$ cat src/rtl/sdram_pkg.sv
// rtl/sdram_pkg.sv - shared types, geometry and mode-register helper for the SDRAM controller
package sdram_pkg;

  // SDRAM command encodings as {ras_n, cas_n, we_n}
  typedef enum logic [2:0] {
    CMD_MRS   = 3'b000,
    CMD_REF   = 3'b001,
    CMD_PRE   = 3'b010,
    CMD_ACT   = 3'b011,
    CMD_WRITE = 3'b100,
    CMD_READ  = 3'b101,
    CMD_NOP   = 3'b111
  } cmd_e;

  // Controller states; every command state issues its command on its first clock
  // and then dwells with NOP until the relevant timing parameter has elapsed.
  typedef enum logic [3:0] {
    ST_RESET,
    ST_INIT_WAIT,
    ST_INIT_PRE,
    ST_INIT_REF1,
    ST_INIT_REF2,
    ST_INIT_MRS,
    ST_IDLE,
    ST_REFRESH,
    ST_ACTIVATE,
    ST_RW
  } state_e;

  // Data bus direction seen from the controller
  typedef enum logic {
    DIR_IN  = 1'b0,
    DIR_OUT = 1'b1
  } dir_e;

  localparam int BA_W   = 2;
  localparam int ROW_W  = 13;
  localparam int COL_W  = 9;
  localparam int ADDR_W = BA_W + ROW_W + COL_W;
  localparam int DATA_W = 16;

  // Core word address layout
  typedef struct packed {
    logic [BA_W-1:0]  ba;
    logic [ROW_W-1:0] row;
    logic [COL_W-1:0] col;
  } addr_t;

  // Mode register: burst length 1, sequential, write burst = programmed length
  function automatic logic [ROW_W-1:0] mode_reg(input int unsigned cas_latency);
    logic [2:0] cl;
    cl = cas_latency[2:0];
    return {3'b000, 1'b0, 2'b00, cl, 1'b0, 3'b000};
  endfunction

  function automatic int max2(input int x, input int y);
    return (x > y) ? x : y;
  endfunction

endpackage

$ cat src/rtl/dram_if.sv
// rtl/dram_if.sv - SDRAM pin bundle driven by the controller
interface dram_if;
  import sdram_pkg::*;

  logic              clk;
  logic              cke;
  logic              ras_n;
  logic              cas_n;
  logic              we_n;
  logic [ROW_W-1:0]  a;
  logic [BA_W-1:0]   ba;
  logic [1:0]        dqm;
  dir_e              dir;
  logic [DATA_W-1:0] data_out;
  logic [DATA_W-1:0] data_in;

  modport ctrl (
    output clk, cke, ras_n, cas_n, we_n, a, ba, dqm, dir, data_out,
    input  data_in
  );

  modport mem (
    input  clk, cke, ras_n, cas_n, we_n, a, ba, dqm, dir, data_out,
    output data_in
  );

endinterface

$ cat src/rtl/sdram_refresh_timer.sv
// rtl/sdram_refresh_timer.sv - free-running refresh interval counter with sticky pending flag
module sdram_refresh_timer
#(
  parameter int REFRESH_INTERVAL = 750
) (
  input  logic clk,
  input  logic reset_n,
  input  logic clear,
  output logic pending
);

  localparam int CW = $clog2(REFRESH_INTERVAL + 1);
  localparam logic [CW-1:0] LAST = CW'(REFRESH_INTERVAL - 1);

  logic [CW-1:0] r_count;
  logic          r_pending;
  logic          w_wrap;

  assign w_wrap  = (r_count == LAST);
  assign pending = r_pending;

  // Count continuously; a wrap sets pending and wins over a same-cycle clear,
  // a wrap while already pending simply leaves it set (no refresh backlog).
  always_ff @(posedge clk or negedge reset_n) begin
    if (!reset_n) begin
      r_count   <= '0;
      r_pending <= 1'b0;
    end else begin
      r_count <= w_wrap ? '0 : r_count + CW'(1);
      if (w_wrap) begin
        r_pending <= 1'b1;
      end else if (clear) begin
        r_pending <= 1'b0;
      end
    end
  end

endmodule

$ cat src/rtl/sdram_ctrl.sv
// rtl/sdram_ctrl.sv - closed-page single-word SDRAM controller with init and auto-refresh
module sdram_ctrl
  import sdram_pkg::*;
#(
  parameter int T_INIT           = 10000,
  parameter int T_RP             = 2,
  parameter int T_RCD            = 2,
  parameter int T_RFC            = 7,
  parameter int T_WR             = 2,
  parameter int CAS_LATENCY      = 2,
  parameter int REFRESH_INTERVAL = 750
) (
  input  logic              clk,
  input  logic              reset_n,
  input  logic              req_valid,
  output logic              req_ready,
  input  logic              req_write,
  input  logic [ADDR_W-1:0] req_addr,
  input  logic [DATA_W-1:0] req_wdata,
  input  logic [1:0]        req_be,
  output logic              rsp_valid,
  output logic [DATA_W-1:0] rsp_rdata,
  output logic              init_done,
  dram_if.ctrl              dram
);

  localparam int MRS_WAIT  = 2;
  localparam int RD_DWELL  = CAS_LATENCY + T_RP;
  localparam int WR_DWELL  = T_WR + T_RP;
  localparam int MAX_DWELL = max2(max2(T_INIT, T_RFC),
                                  max2(max2(RD_DWELL, WR_DWELL), max2(T_RCD, MRS_WAIT)));
  localparam int CNT_W     = $clog2(MAX_DWELL + 1);
  localparam logic [ROW_W-1:0] MODE_WORD = mode_reg(CAS_LATENCY);
  localparam logic [ROW_W-1:0] A10_ONLY  = ROW_W'(1) << 10;

  state_e            r_state;
  state_e            w_state_nxt;
  logic [CNT_W-1:0]  r_cnt;
  logic [CNT_W-1:0]  w_last_cnt;
  logic              w_last;
  logic              w_first;

  logic              w_ref_pending;
  logic              w_ref_clear;
  logic              w_accept;
  logic              w_rsp_capture;

  addr_t             r_addr;
  logic              r_write;
  logic [DATA_W-1:0] r_wdata;
  logic [1:0]        r_be;
  logic              r_init_done;
  logic              r_rsp_valid;
  logic [DATA_W-1:0] r_rsp_rdata;

  cmd_e              w_cmd;
  logic [ROW_W-1:0]  w_a;
  logic [BA_W-1:0]   w_ba;
  logic [1:0]        w_dqm;
  dir_e              w_dir;
  logic              w_cke;

  sdram_refresh_timer #(
    .REFRESH_INTERVAL(REFRESH_INTERVAL)
  ) u_refresh_timer (
    .clk     (clk),
    .reset_n (reset_n),
    .clear   (w_ref_clear),
    .pending (w_ref_pending)
  );

  assign req_ready     = (r_state == ST_IDLE) && r_init_done && !w_ref_pending;
  assign w_accept      = req_valid && req_ready;
  assign w_ref_clear   = (r_state == ST_IDLE) && r_init_done && w_ref_pending;
  assign w_first       = (r_cnt == '0);
  assign w_last        = (r_cnt == w_last_cnt);
  assign w_rsp_capture = (r_state == ST_RW) && !r_write && (r_cnt == CNT_W'(CAS_LATENCY));

  // Last dwell count for each timed state (clocks in state minus one)
  always_comb begin
    w_last_cnt = '0;
    case (r_state)
      ST_INIT_WAIT: w_last_cnt = CNT_W'(T_INIT - 1);
      ST_INIT_PRE:  w_last_cnt = CNT_W'(T_RP - 1);
      ST_INIT_REF1: w_last_cnt = CNT_W'(T_RFC - 1);
      ST_INIT_REF2: w_last_cnt = CNT_W'(T_RFC - 1);
      ST_INIT_MRS:  w_last_cnt = CNT_W'(MRS_WAIT - 1);
      ST_REFRESH:   w_last_cnt = CNT_W'(T_RFC - 1);
      ST_ACTIVATE:  w_last_cnt = CNT_W'(T_RCD - 1);
      ST_RW:        w_last_cnt = r_write ? CNT_W'(WR_DWELL - 1) : CNT_W'(RD_DWELL - 1);
      default:      w_last_cnt = '0;
    endcase
  end

  // State register and in-state clock counter, restarted on every state change
  always_ff @(posedge clk or negedge reset_n) begin
    if (!reset_n) begin
      r_state <= ST_RESET;
      r_cnt   <= '0;
    end else begin
      r_state <= w_state_nxt;
      if ((w_state_nxt != r_state) || (r_state == ST_IDLE)) begin
        r_cnt <= '0;
      end else begin
        r_cnt <= r_cnt + CNT_W'(1);
      end
    end
  end

  // Next-state selection; refresh beats a simultaneous request in IDLE
  always_comb begin
    w_state_nxt = r_state;
    case (r_state)
      ST_RESET:     w_state_nxt = ST_INIT_WAIT;
      ST_INIT_WAIT: if (w_last) w_state_nxt = ST_INIT_PRE;
      ST_INIT_PRE:  if (w_last) w_state_nxt = ST_INIT_REF1;
      ST_INIT_REF1: if (w_last) w_state_nxt = ST_INIT_REF2;
      ST_INIT_REF2: if (w_last) w_state_nxt = ST_INIT_MRS;
      ST_INIT_MRS:  if (w_last) w_state_nxt = ST_IDLE;
      ST_IDLE: begin
        if (w_ref_clear) begin
          w_state_nxt = ST_REFRESH;
        end else if (w_accept) begin
          w_state_nxt = ST_ACTIVATE;
        end
      end
      ST_REFRESH:   if (w_last) w_state_nxt = ST_IDLE;
      ST_ACTIVATE:  if (w_last) w_state_nxt = ST_RW;
      ST_RW:        if (w_last) w_state_nxt = ST_IDLE;
      default:      w_state_nxt = ST_RESET;
    endcase
  end

  // Pin values decoded from state; commands only on the first clock of a state
  always_comb begin
    w_cmd = CMD_NOP;
    w_a   = '0;
    w_ba  = '0;
    w_dqm = 2'b00;
    w_dir = DIR_IN;
    w_cke = 1'b1;
    case (r_state)
      ST_RESET: begin
        w_cke = 1'b0;
        w_dqm = 2'b11;
      end
      ST_INIT_PRE: begin
        if (w_first) begin
          w_cmd = CMD_PRE;
          w_a   = A10_ONLY;
        end
      end
      ST_INIT_REF1, ST_INIT_REF2, ST_REFRESH: begin
        if (w_first) w_cmd = CMD_REF;
      end
      ST_INIT_MRS: begin
        if (w_first) begin
          w_cmd = CMD_MRS;
          w_a   = MODE_WORD;
        end
      end
      ST_ACTIVATE: begin
        if (w_first) begin
          w_cmd = CMD_ACT;
          w_ba  = r_addr.ba;
          w_a   = r_addr.row;
        end
      end
      ST_RW: begin
        if (w_first) begin
          w_ba = r_addr.ba;
          w_a  = {2'b00, 1'b1, 1'b0, r_addr.col};
          if (r_write) begin
            w_cmd = CMD_WRITE;
            w_dir = DIR_OUT;
            w_dqm = ~r_be;
          end else begin
            w_cmd = CMD_READ;
          end
        end
      end
      default: begin
        w_cmd = CMD_NOP;
      end
    endcase
  end

  // Request capture, init completion flag and read-response register
  always_ff @(posedge clk or negedge reset_n) begin
    if (!reset_n) begin
      r_addr      <= '0;
      r_write     <= 1'b0;
      r_wdata     <= '0;
      r_be        <= 2'b00;
      r_init_done <= 1'b0;
      r_rsp_valid <= 1'b0;
      r_rsp_rdata <= '0;
    end else begin
      if (w_accept) begin
        r_addr  <= addr_t'(req_addr);
        r_write <= req_write;
        r_wdata <= req_wdata;
        r_be    <= req_be;
      end
      if ((r_state == ST_INIT_MRS) && w_last) begin
        r_init_done <= 1'b1;
      end
      r_rsp_valid <= w_rsp_capture;
      if (w_rsp_capture) begin
        r_rsp_rdata <= dram.data_in;
      end
    end
  end

  assign rsp_valid = r_rsp_valid;
  assign rsp_rdata = r_rsp_rdata;
  assign init_done = r_init_done;

  assign dram.clk      = ~clk;
  assign dram.cke      = w_cke;
  assign dram.ras_n    = w_cmd[2];
  assign dram.cas_n    = w_cmd[1];
  assign dram.we_n     = w_cmd[0];
  assign dram.a        = w_a;
  assign dram.ba       = w_ba;
  assign dram.dqm      = w_dqm;
  assign dram.dir      = w_dir;
  assign dram.data_out = r_wdata;

endmodule
$ cat src/flat_wrapper.sv
// flat-port wrapper written by rule: the top's interface ports become plain ports
module sdram_ctrl_flat import sdram_pkg::*;
#(
  parameter int T_INIT           = 10000,
  parameter int T_RP             = 2,
  parameter int T_RCD            = 2,
  parameter int T_RFC            = 7,
  parameter int T_WR             = 2,
  parameter int CAS_LATENCY      = 2,
  parameter int REFRESH_INTERVAL = 750
)
  (clk, reset_n, req_valid, req_ready, req_write, req_addr, req_wdata, req_be, rsp_valid, rsp_rdata, init_done, dram_clk, dram_cke, dram_ras_n, dram_cas_n, dram_we_n, dram_a, dram_ba, dram_dqm, dram_dir, dram_data_out, dram_data_in);
  dram_if dram_i ();
  input  logic clk;
  input  logic reset_n;
  input  logic req_valid;
  output logic req_ready;
  input  logic req_write;
  input  logic [ADDR_W-1:0] req_addr;
  input  logic [DATA_W-1:0] req_wdata;
  input  logic [1:0] req_be;
  output logic rsp_valid;
  output logic [DATA_W-1:0] rsp_rdata;
  output logic init_done;
  output wire logic [$bits(dram_i.clk)-1:0] dram_clk;
  output wire logic [$bits(dram_i.cke)-1:0] dram_cke;
  output wire logic [$bits(dram_i.ras_n)-1:0] dram_ras_n;
  output wire logic [$bits(dram_i.cas_n)-1:0] dram_cas_n;
  output wire logic [$bits(dram_i.we_n)-1:0] dram_we_n;
  output wire logic [$bits(dram_i.a)-1:0] dram_a;
  output wire logic [$bits(dram_i.ba)-1:0] dram_ba;
  output wire logic [$bits(dram_i.dqm)-1:0] dram_dqm;
  output wire logic [$bits(dram_i.dir)-1:0] dram_dir;
  output wire logic [$bits(dram_i.data_out)-1:0] dram_data_out;
  input wire logic [$bits(dram_i.data_in)-1:0] dram_data_in;
  assign dram_clk = dram_i.clk;
  assign dram_cke = dram_i.cke;
  assign dram_ras_n = dram_i.ras_n;
  assign dram_cas_n = dram_i.cas_n;
  assign dram_we_n = dram_i.we_n;
  assign dram_a = dram_i.a;
  assign dram_ba = dram_i.ba;
  assign dram_dqm = dram_i.dqm;
  assign dram_dir = dram_i.dir;
  assign dram_data_out = dram_i.data_out;
  assign dram_i.data_in = dram_data_in;
  sdram_ctrl #(.T_INIT(T_INIT), .T_RP(T_RP), .T_RCD(T_RCD), .T_RFC(T_RFC), .T_WR(T_WR), .CAS_LATENCY(CAS_LATENCY), .REFRESH_INTERVAL(REFRESH_INTERVAL)) u_core (.clk(clk), .reset_n(reset_n), .req_valid(req_valid), .req_ready(req_ready), .req_write(req_write), .req_addr(req_addr), .req_wdata(req_wdata), .req_be(req_be), .rsp_valid(rsp_valid), .rsp_rdata(rsp_rdata), .init_done(init_done), .dram(dram_i));
endmodule
$ cat config.mk
export PLATFORM = sky130hd
export DESIGN_NAME = sdram_ctrl_flat
export DESIGN_NICKNAME = d
export VERILOG_FILES = /design/src/rtl/sdram_pkg.sv /design/src/rtl/dram_if.sv /design/src/rtl/sdram_refresh_timer.sv /design/src/rtl/sdram_ctrl.sv /design/src/flat_wrapper.sv
export SDC_FILE = /design/constraint.sdc
export NUM_CORES = 1
export LEC_CHECK = 0
export ABC_AREA = 1
export CAP_MARGIN = 20
export CORE_ASPECT_RATIO = 1.4
export CORE_MARGIN = 4
export CORE_UTILIZATION = 50
export DETAILED_ROUTE_END_ITERATION = 8
export GPL_ROUTABILITY_DRIVEN = 0
export PLACE_DENSITY = 0.83
export SKIP_LAST_GASP = 1
export SYNTH_ARGS = -nofsm -noshare
export SYNTH_HDL_FRONTEND = slang
export SYNTH_HIERARCHICAL = 1
export SYNTH_SLANG_ARGS = --single-unit
$ cat constraint.sdc
create_clock -name clk -period 4.6 [get_ports clk]
set_input_delay 1.38 -clock clk [delete_from_list [all_inputs] [get_ports clk]]
set_output_delay 1.38 -clock clk [all_outputs]
set_load 0.1 [all_outputs]
* Yosys cells after proc, flatten, opt, wreduce, memory -nomap -nowiden
Index checks and enable logic that the tools add are counted.
** Cells by class
- Reduce and logical (&&, ||, !) cells :: 17
- Add/sub/neg operators :: 2
- Bitwise logic cells :: 2
- Equal/unequal tests :: 13
- Multiplexer cells :: 35
** Operator list (number)
- $pmux 14 s4 :: 1
- $pmux 13 s4 :: 1
- $mux 4 :: 8
- $pmux 4 s8 :: 1
- $mux 11 :: 2
- $eq 4x3->1 const B :: 4
- $mux 3 :: 5
- $pmux 3 s5 :: 1
- $add 14x1->14 const B :: 1
- $eq 14x14->1 :: 1
- $eq 14x2->1 const B :: 1
- $logic_not 14->1 :: 1
- $mux 14 :: 1
- $mux 13 :: 1
- $add 10x1->10 const B :: 1
- $eq 10x10->1 const B :: 1
- $mux 10 :: 1
- $reduce_or 3->1 :: 3
- $eq 4x2->1 const B :: 2
- $eq 4x4->1 const B :: 2
- $mux 2 :: 4
- $logic_and 1x1->1 :: 7
- $mux 1 :: 7
- $mux 6 :: 1
- 10 further kinds :: 11
** Word-level totals
- Input port bits :: 62
- Register bits after elaboration :: 90
- Output and inout bits :: 58

* Depth between registers and ports, before layout
Gate-level depths: netlist of the first run.
- Depth after elaboration :: 10
- Depth in mapped cells :: 19

* Cells and area by module
Netlist of the first run, hierarchy kept.
** By module, submodules not included
- sdram_ctrl :: area an instance 3816.2 um2, seq. area each 1976.9 um2, cells each 386, times used 1
- sdram_refresh_timer :: area an instance 571.8 um2, seq. area each 275.3 um2, cells each 72, times used 1

==> results.json, run 1 <==
{
  "mostFrequentLayoutCells": "nand2_1, clkdlybuf4s50_1, dfrtp_1",
  "ir_drop_v": 0.000313,
  "crit_cells": 4,
  "netSwitchingFraction_pct": 23.3,
  "fin_util_pct": 70.0,
  "seq_area_frac_synth_pct": 51.3,
  "routedWlPerCell_um": 15.2,
  "yosysUniqueCellTypes": 36,
  "cts_buffer_depth": 2,
  "ant_nets": 0,
  "p_clk_share_pct": 49.0,
  "ctsHoldBuffers": 0,
  "synth_edf_count": 0,
  "final_common_cell": "nand2_1",
  "placementRows": 40,
  "track_usage_pct": 21.4,
  "path_delay_family": "buffers and inverters",
  "ys_ff_latch": 90,
  "r2r_slack_ns": 1.94,
  "slowest_stage": "buf_2",
  "slowest_delay_ns": 0.41,
  "die_y_um": 119,
  "numCtsBuffers": 9,
  "rsz0062_at_grt": "false",
  "io_pins": 120,
  "power_frac_comb_pct": 4.2,
  "postCtsResizedCells": 5,
  "finalInstanceArea_um2": 5990,
  "regArea_um2": 2250,
  "endpoint": "dram_clk",
  "syn_area_um2": 4390,
  "routed_wl_um": 10500,
  "clk_pin_slew_worst_paths_ns": 0.06,
  "ys_warn_count": 6,
  "crit_arrival_ns": 3.10,
  "io_buffers": 119,
  "final_max_slew_viol_count": 0,
  "synth_ff_type": "dfrtp_1",
  "path_cells": "clkbuf_16 > clkbuf_16 > inv_1 > buf_2",
  "insertion_delay_ns": 0.33,
  "leakage_nw": 2.93,
  "drive_above_1_share_pct": 21.3,
  "num_vias": 3581,
  "synth_cells": 458,
  "cts-root-buf": "clkbuf_16",
  "synth_nets": 525,
  "hold_path.class": "flop to flop",
  "rr_worst_depth": 15,
  "synth_area_leader_cell": "dfrtp_1",
  "worstReg2RegStart": "u_core/r_state[0]$_DFF_PN0_",
  "antenna_found_initial": 0,
  "cp-start-kind": "clock port",
  "seqPwrFrac_pct": 46.9,
  "dr.pass1.iters": 5,
  "htreeDepth": 3,
  "die_area_um2": 10400,
  "place_area_um2": 5660,
  "cp.required_ns": 3.22,
  "drc": 0,
  "cap_violations": 0,
  "async_reset_ff_share_pct": 100,
  "drtIter0Drc": 177,
  "cts_tree": "built",
  "synth_top_area_share_pct": 51.3,
  "final_nets": 649,
  "grt_pass1_wl_um": 17600,
  "p_switching_mw": 0.394,
  "internal_power_mw": 1.29,
  "vias_per_cell": 5.17,
  "worstSetupEndpointType": "primary output",
  "fillerInstances": 652,
  "cp_max_fo": 15,
  "worst-path-buf-inv": 4,
  "status": "finished clean",
  "die_w_um": 87.2,
  "postCtsSetupBuffers": 0,
  "placedCellCount": 675,
  "maxSlewHeadroom_pct": 32.4,
  "core_area_um2": 8560,
  "post_synth.cell_area_avg_um2": 9.58,
  "setup_tns_ns": 0,
  "hold_viol": 0,
  "multiInputGateArea_um2": 1930,
  "critPathLaunch": "clk",
  "yosys-top-cells-area": "dfrtp_1, mux2_2, nand2_1, nor2_1, inv_1",
  "final_cells": 692,
  "finalClockSkew_ns": 0.00771,
  "setup_violations": 0,
  "r2r-end": "u_core/r_cnt[0]$_DFF_PN0_",
  "grt_max_degree": 85,
  "dp.final_hpwl_um": 7770,
  "path_common_cell": "clkbuf_16",
  "antennaDiodeCount": 0,
  "start_util_pct": 51.3,
  "grt_overflow_total": 0,
  "grt_pass1_vias": 3790,
  "worstSetupPathType": "clock port to primary output",
  "p_per_area_nw_per_um2": 282,
  "area_growth_pct": 36.6,
  "worstMarginPinSlew_ns": 1.01
}
## flip-flops by register name (all words and copies together), names as in the netlist, 2 cells and up
name / cells
u_core/u_refresh_timer/r_count: 10
u_core/r_cnt: 14
u_core/r_addr: 24
u_core/r_state: 4
u_core/r_be: 2
u_core/dram.data_out: 16
u_core/rsp_rdata: 16
## Yosys cell counts, types with 6 or more instances
cell type and count:
nand2_1 115, dfrtp_1 90, nor2_1 46, mux2_2 42, inv_1 38, nand3_1 24, nor2_4 12, xor2_1 10
a32o_1 8, o21ai_0 8, nand2_2 6, nor2_2 6
## worst min-delay path by stage
| stage | from | endpoint | cells past startpoint |
|---|---|---|---|
| 4_1_cts | u_core/rsp_rdata[15]$_DFFE_PN0P_ | u_core/rsp_rdata[15]$_DFFE_PN0P_ | 2 |
| 2_1_floorplan | u_core/r_cnt[0]$_DFF_PN0_ | u_core/r_cnt[0]$_DFF_PN0_ | 1 |
| 6_report | u_core/rsp_rdata[15]$_DFFE_PN0P_ | u_core/rsp_rdata[15]$_DFFE_PN0P_ | 2 |
| 5_1_grt | u_core/r_cnt[0]$_DFF_PN0_ | u_core/r_cnt[0]$_DFF_PN0_ | 1 |
| 3_3_place_gp | u_core/rsp_rdata[1]$_DFFE_PN0P_ | u_core/rsp_rdata[1]$_DFFE_PN0P_ | 2 |
| 3_5_place_dp | u_core/rsp_rdata[10]$_DFFE_PN0P_ | u_core/rsp_rdata[10]$_DFFE_PN0P_ | 2 |
## cell type report
type / instances / area share (%)
flip-flops and latches: 90 / 37.6
multi-input cells: 314 / 32.2
repair buffers: 122 / 20.0
clock buffers: 13 / 4.91
inverters: 43 / 2.69
well taps: 105 / 2.19
clock inverters: 5 / 0.522
## cell families (layout without fill, tap and decap cells)
logic type                 count (synthesis)  after routing  synth area share [%]
DFF                                       90             90                  51.3
and+or+nand+nor                          227            227                  24.5
adders and majority gates                  5              5                  1.43
AOI/OAI and AO/OA                         27             27                  4.42
muxes                                     42             42                  10.8
buffers and inverters                     54            183                  4.96
xor gates and xnor gates                  13             13                  2.59
## routing by layer
metal | vias up | global-route usage [%] | share of wire [%]
met2 | 141 | 36.9 | 52
li1 | 1731 | - | -
met3 | 23 | 5.74 | 7.1
met1 | 1686 | 24.9 | 38
met5 | - | 0 | 0
met4 | 0 | 8.54 | 2.6
## power groups by stage
stage,sequential [mW],combinational (mW),clock [mW]
finish,0.791,0.0701,0.827
global route,0.791,0.0763,0.881
CTS,0.791,0.0689,0.841
detailed placement,0.806,0.0686,0.0884
global placement,0.806,0.0675,0.0884
floorplan,0.806,0.000407,0.0717
## worst min-delay path, stage by stage, from the launching register on
cell and delay (ns):
dfrtp_1 0.35, nand2_1 0.05, nand2_1 0.05
## through the flow
| stage | total power, mW | worst slack, ns | hold slack [ns] |
|---|---|---|---|
| after CTS | 1.70 | 0.114 | 0.486 |
| after floorplan | 0.879 | -0.100 | 0.453 |
| after global placement | 0.962 | -0.219 | 0.462 |
| final | 1.69 | 0.123 | 0.486 |
| after detailed placement | 0.963 | -0.219 | 0.464 |
| after global routing | 1.75 | 0.0872 | 0.510 |
Note: power is estimated with default switching activity, not from simulation.
==> inputs of run 2 (changes only) <==
--- a/config.mk
+++ b/config.mk
@@ -8,10 +8,10 @@
 export ABC_AREA = 1
 export CAP_MARGIN = 20
 export CORE_ASPECT_RATIO = 1.4
-export CORE_MARGIN = 4
 export CORE_UTILIZATION = 50
 export DETAILED_ROUTE_END_ITERATION = 8
 export GPL_ROUTABILITY_DRIVEN = 0
+export MAX_ROUTING_LAYER = met4
 export PLACE_DENSITY = 0.83
 export SKIP_LAST_GASP = 1
 export SYNTH_ARGS = -nofsm -noshare
==> run 2 against run 1 <==
Critical path depth did not move. Via count grew 2.6%. Total power shrank 1.1%. First-iteration DRC count up 15%. Largest power group unchanged. Wire length is 1.7% higher. Sequential share of layout area up 0.11 points. Critical path type unchanged. Clock-buffer cell count down 1. Sequential cell count is the same. Clock skew is 0.0021 ns lower. Highest routed layer unchanged.
==> results.json, run 2 (synthesis gave the netlist of run 1 again) <==
{
  "status": "finished clean",
  "cp-start-kind": "clock port",
  "setup_ws_ns": 0.125,
  "grt_pass1_wl_um": 17900,
  "ctsHoldBuffers": 0,
  "final_common_cell": "nand2_1",
  "die_y_um": 113,
  "setup_violations": 0,
  "antennaDiodeCount": 0,
  "final_nets": 649,
  "antenna_found_initial": 0,
  "final_max_slew_viol_count": 0,
  "routed_wl_um": 10700,
  "routedWlPerCell_um": 15.4,
  "ant_nets": 0,
  "cts_tree": "built",
  "postCtsSetupBuffers": 0,
  "core_area_um2": 8560,
  "final_cells": 692,
  "area_growth_pct": 36.2,
  "hold_viol": 0,
  "multiInputGateArea_um2": 1930,
  "drive_above_1_share_pct": 21.0,
  "cts_buffer_depth": 2,
  "setup_tns_ns": 0,
  "postCtsResizedCells": 5,
  "die_area_um2": 9160,
  "clk_pin_slew_worst_paths_ns": 0.06,
  "io_pins": 120,
  "worstMarginPinSlew_ns": 1.00,
  "io_buffers": 119,
  "maxSlewHeadroom_pct": 32.9,
  "regArea_um2": 2250,
  "insertion_delay_ns": 0.33,
  "critPathLaunch": "clk",
  "drc": 0,
  "vias_per_cell": 5.31,
  "finalClockSkew_ns": 0.00565,
  "ir_drop_v": 0.000349,
  "worstReg2RegStart": "u_core/r_state[2]$_DFF_PN0_",
  "grt_pass1_vias": 3834,
  "cap_violations": 0,
  "numCtsBuffers": 9,
  "placementRows": 40,
  "pre_cts_ws_ns": -0.219,
  "mostFrequentLayoutCells": "nand2_1, clkdlybuf4s50_1, dfrtp_1",
  "placedCellCount": 675,
  "hold_path.class": "flop to flop",
  "p_per_area_nw_per_um2": 279,
  "leakage_nw": 2.93,
  "track_usage_pct": 26.6,
  "largest_register": "u_core/r_addr",
  "grt_max_degree": 91,
  "min_from": "u_core/rsp_rdata[12]$_DFFE_PN0P_",
  "cts-root-buf": "clkbuf_16",
  "crit_arrival_ns": 3.10,
  "worstSetupPathType": "clock port to primary output",
  "largest_reg_flops": 24,
  "fillerInstances": 620,
  "grt_overflow_total": 0,
  "worstSetupEndpointType": "primary output",
  "dr.pass1.iters": 4,
  "num_vias": 3673,
  "dp.final_hpwl_um": 7590,
  "cp.required_ns": 3.22,
  "die_w_um": 81.2,
  "htreeDepth": 3,
  "cp_max_fo": 14,
  "drtIter0Drc": 203,
  "rsz0062_at_grt": "false",
  "start_util_pct": 51.3
}
[run 2: path summary, 6_finish.rpt]
check	to	slack, ns	cells past startpoint
worst max-delay path	dram_clk	0.12	4
worst min-delay path	u_core/rsp_rdata[12]$_DFFE_PN0P_	0.48	2
worst max register to register	u_core/r_cnt[2]$_DFF_PN0_	1.78	12
worst min register to register	u_core/rsp_rdata[12]$_DFFE_PN0P_	0.48	2
max in group asynchronous	u_core/u_refresh_timer/r_count[3]$_DFF_PN0_	2.91	2
min in group asynchronous	u_core/r_cnt[5]$_DFF_PN0_	1.03	1
[run 2: final cells by class]
cell class | instances | area share (%)
Sequential cell | 90 | 37.7
Multi-Input combinational cell | 314 | 32.3
Timing Repair Buffer | 122 | 20.0
Clock buffer | 12 | 4.69
Inverter | 43 | 2.70
Tap cell | 105 | 2.20
Clock inverter | 6 | 0.461
[run 2: through the flow]
step                utilization [%]  power (mW)  cell area [um2]  hold slack [ns]
floorplan                         -       0.879             4400            0.453
global placement               66.1       0.961             5660            0.461
detailed placement             66.1       0.962             5660            0.464
CTS                            69.5        1.68             5950            0.481
global route                   69.8        1.73             5980            0.501
finish                         69.8        1.67             5980            0.477
[run 2: power by group]
| part | internal, mW | switching (mW) |
|---|---|---|
| Sequential | 0.791 | 0 |
| Combinational | 0.0472 | 0.0228 |
| Clock | 0.434 | 0.374 |
| Total | 1.27 | 0.397 |
[run 2: routing by layer]
metal  track usage, %  wire (um)  vias up
met4             11.7        329        0
li1                 -          -     1733
met3             6.37        660       26
met5                -          0        -
met1             29.8       4100     1780
met2             44.4       5580      134
[run 2: critical path, cell delays in order]
cell and delay, ns:
clkbuf_16 0.16, clkbuf_16 0.17, inv_1 0.04, buf_2 0.41
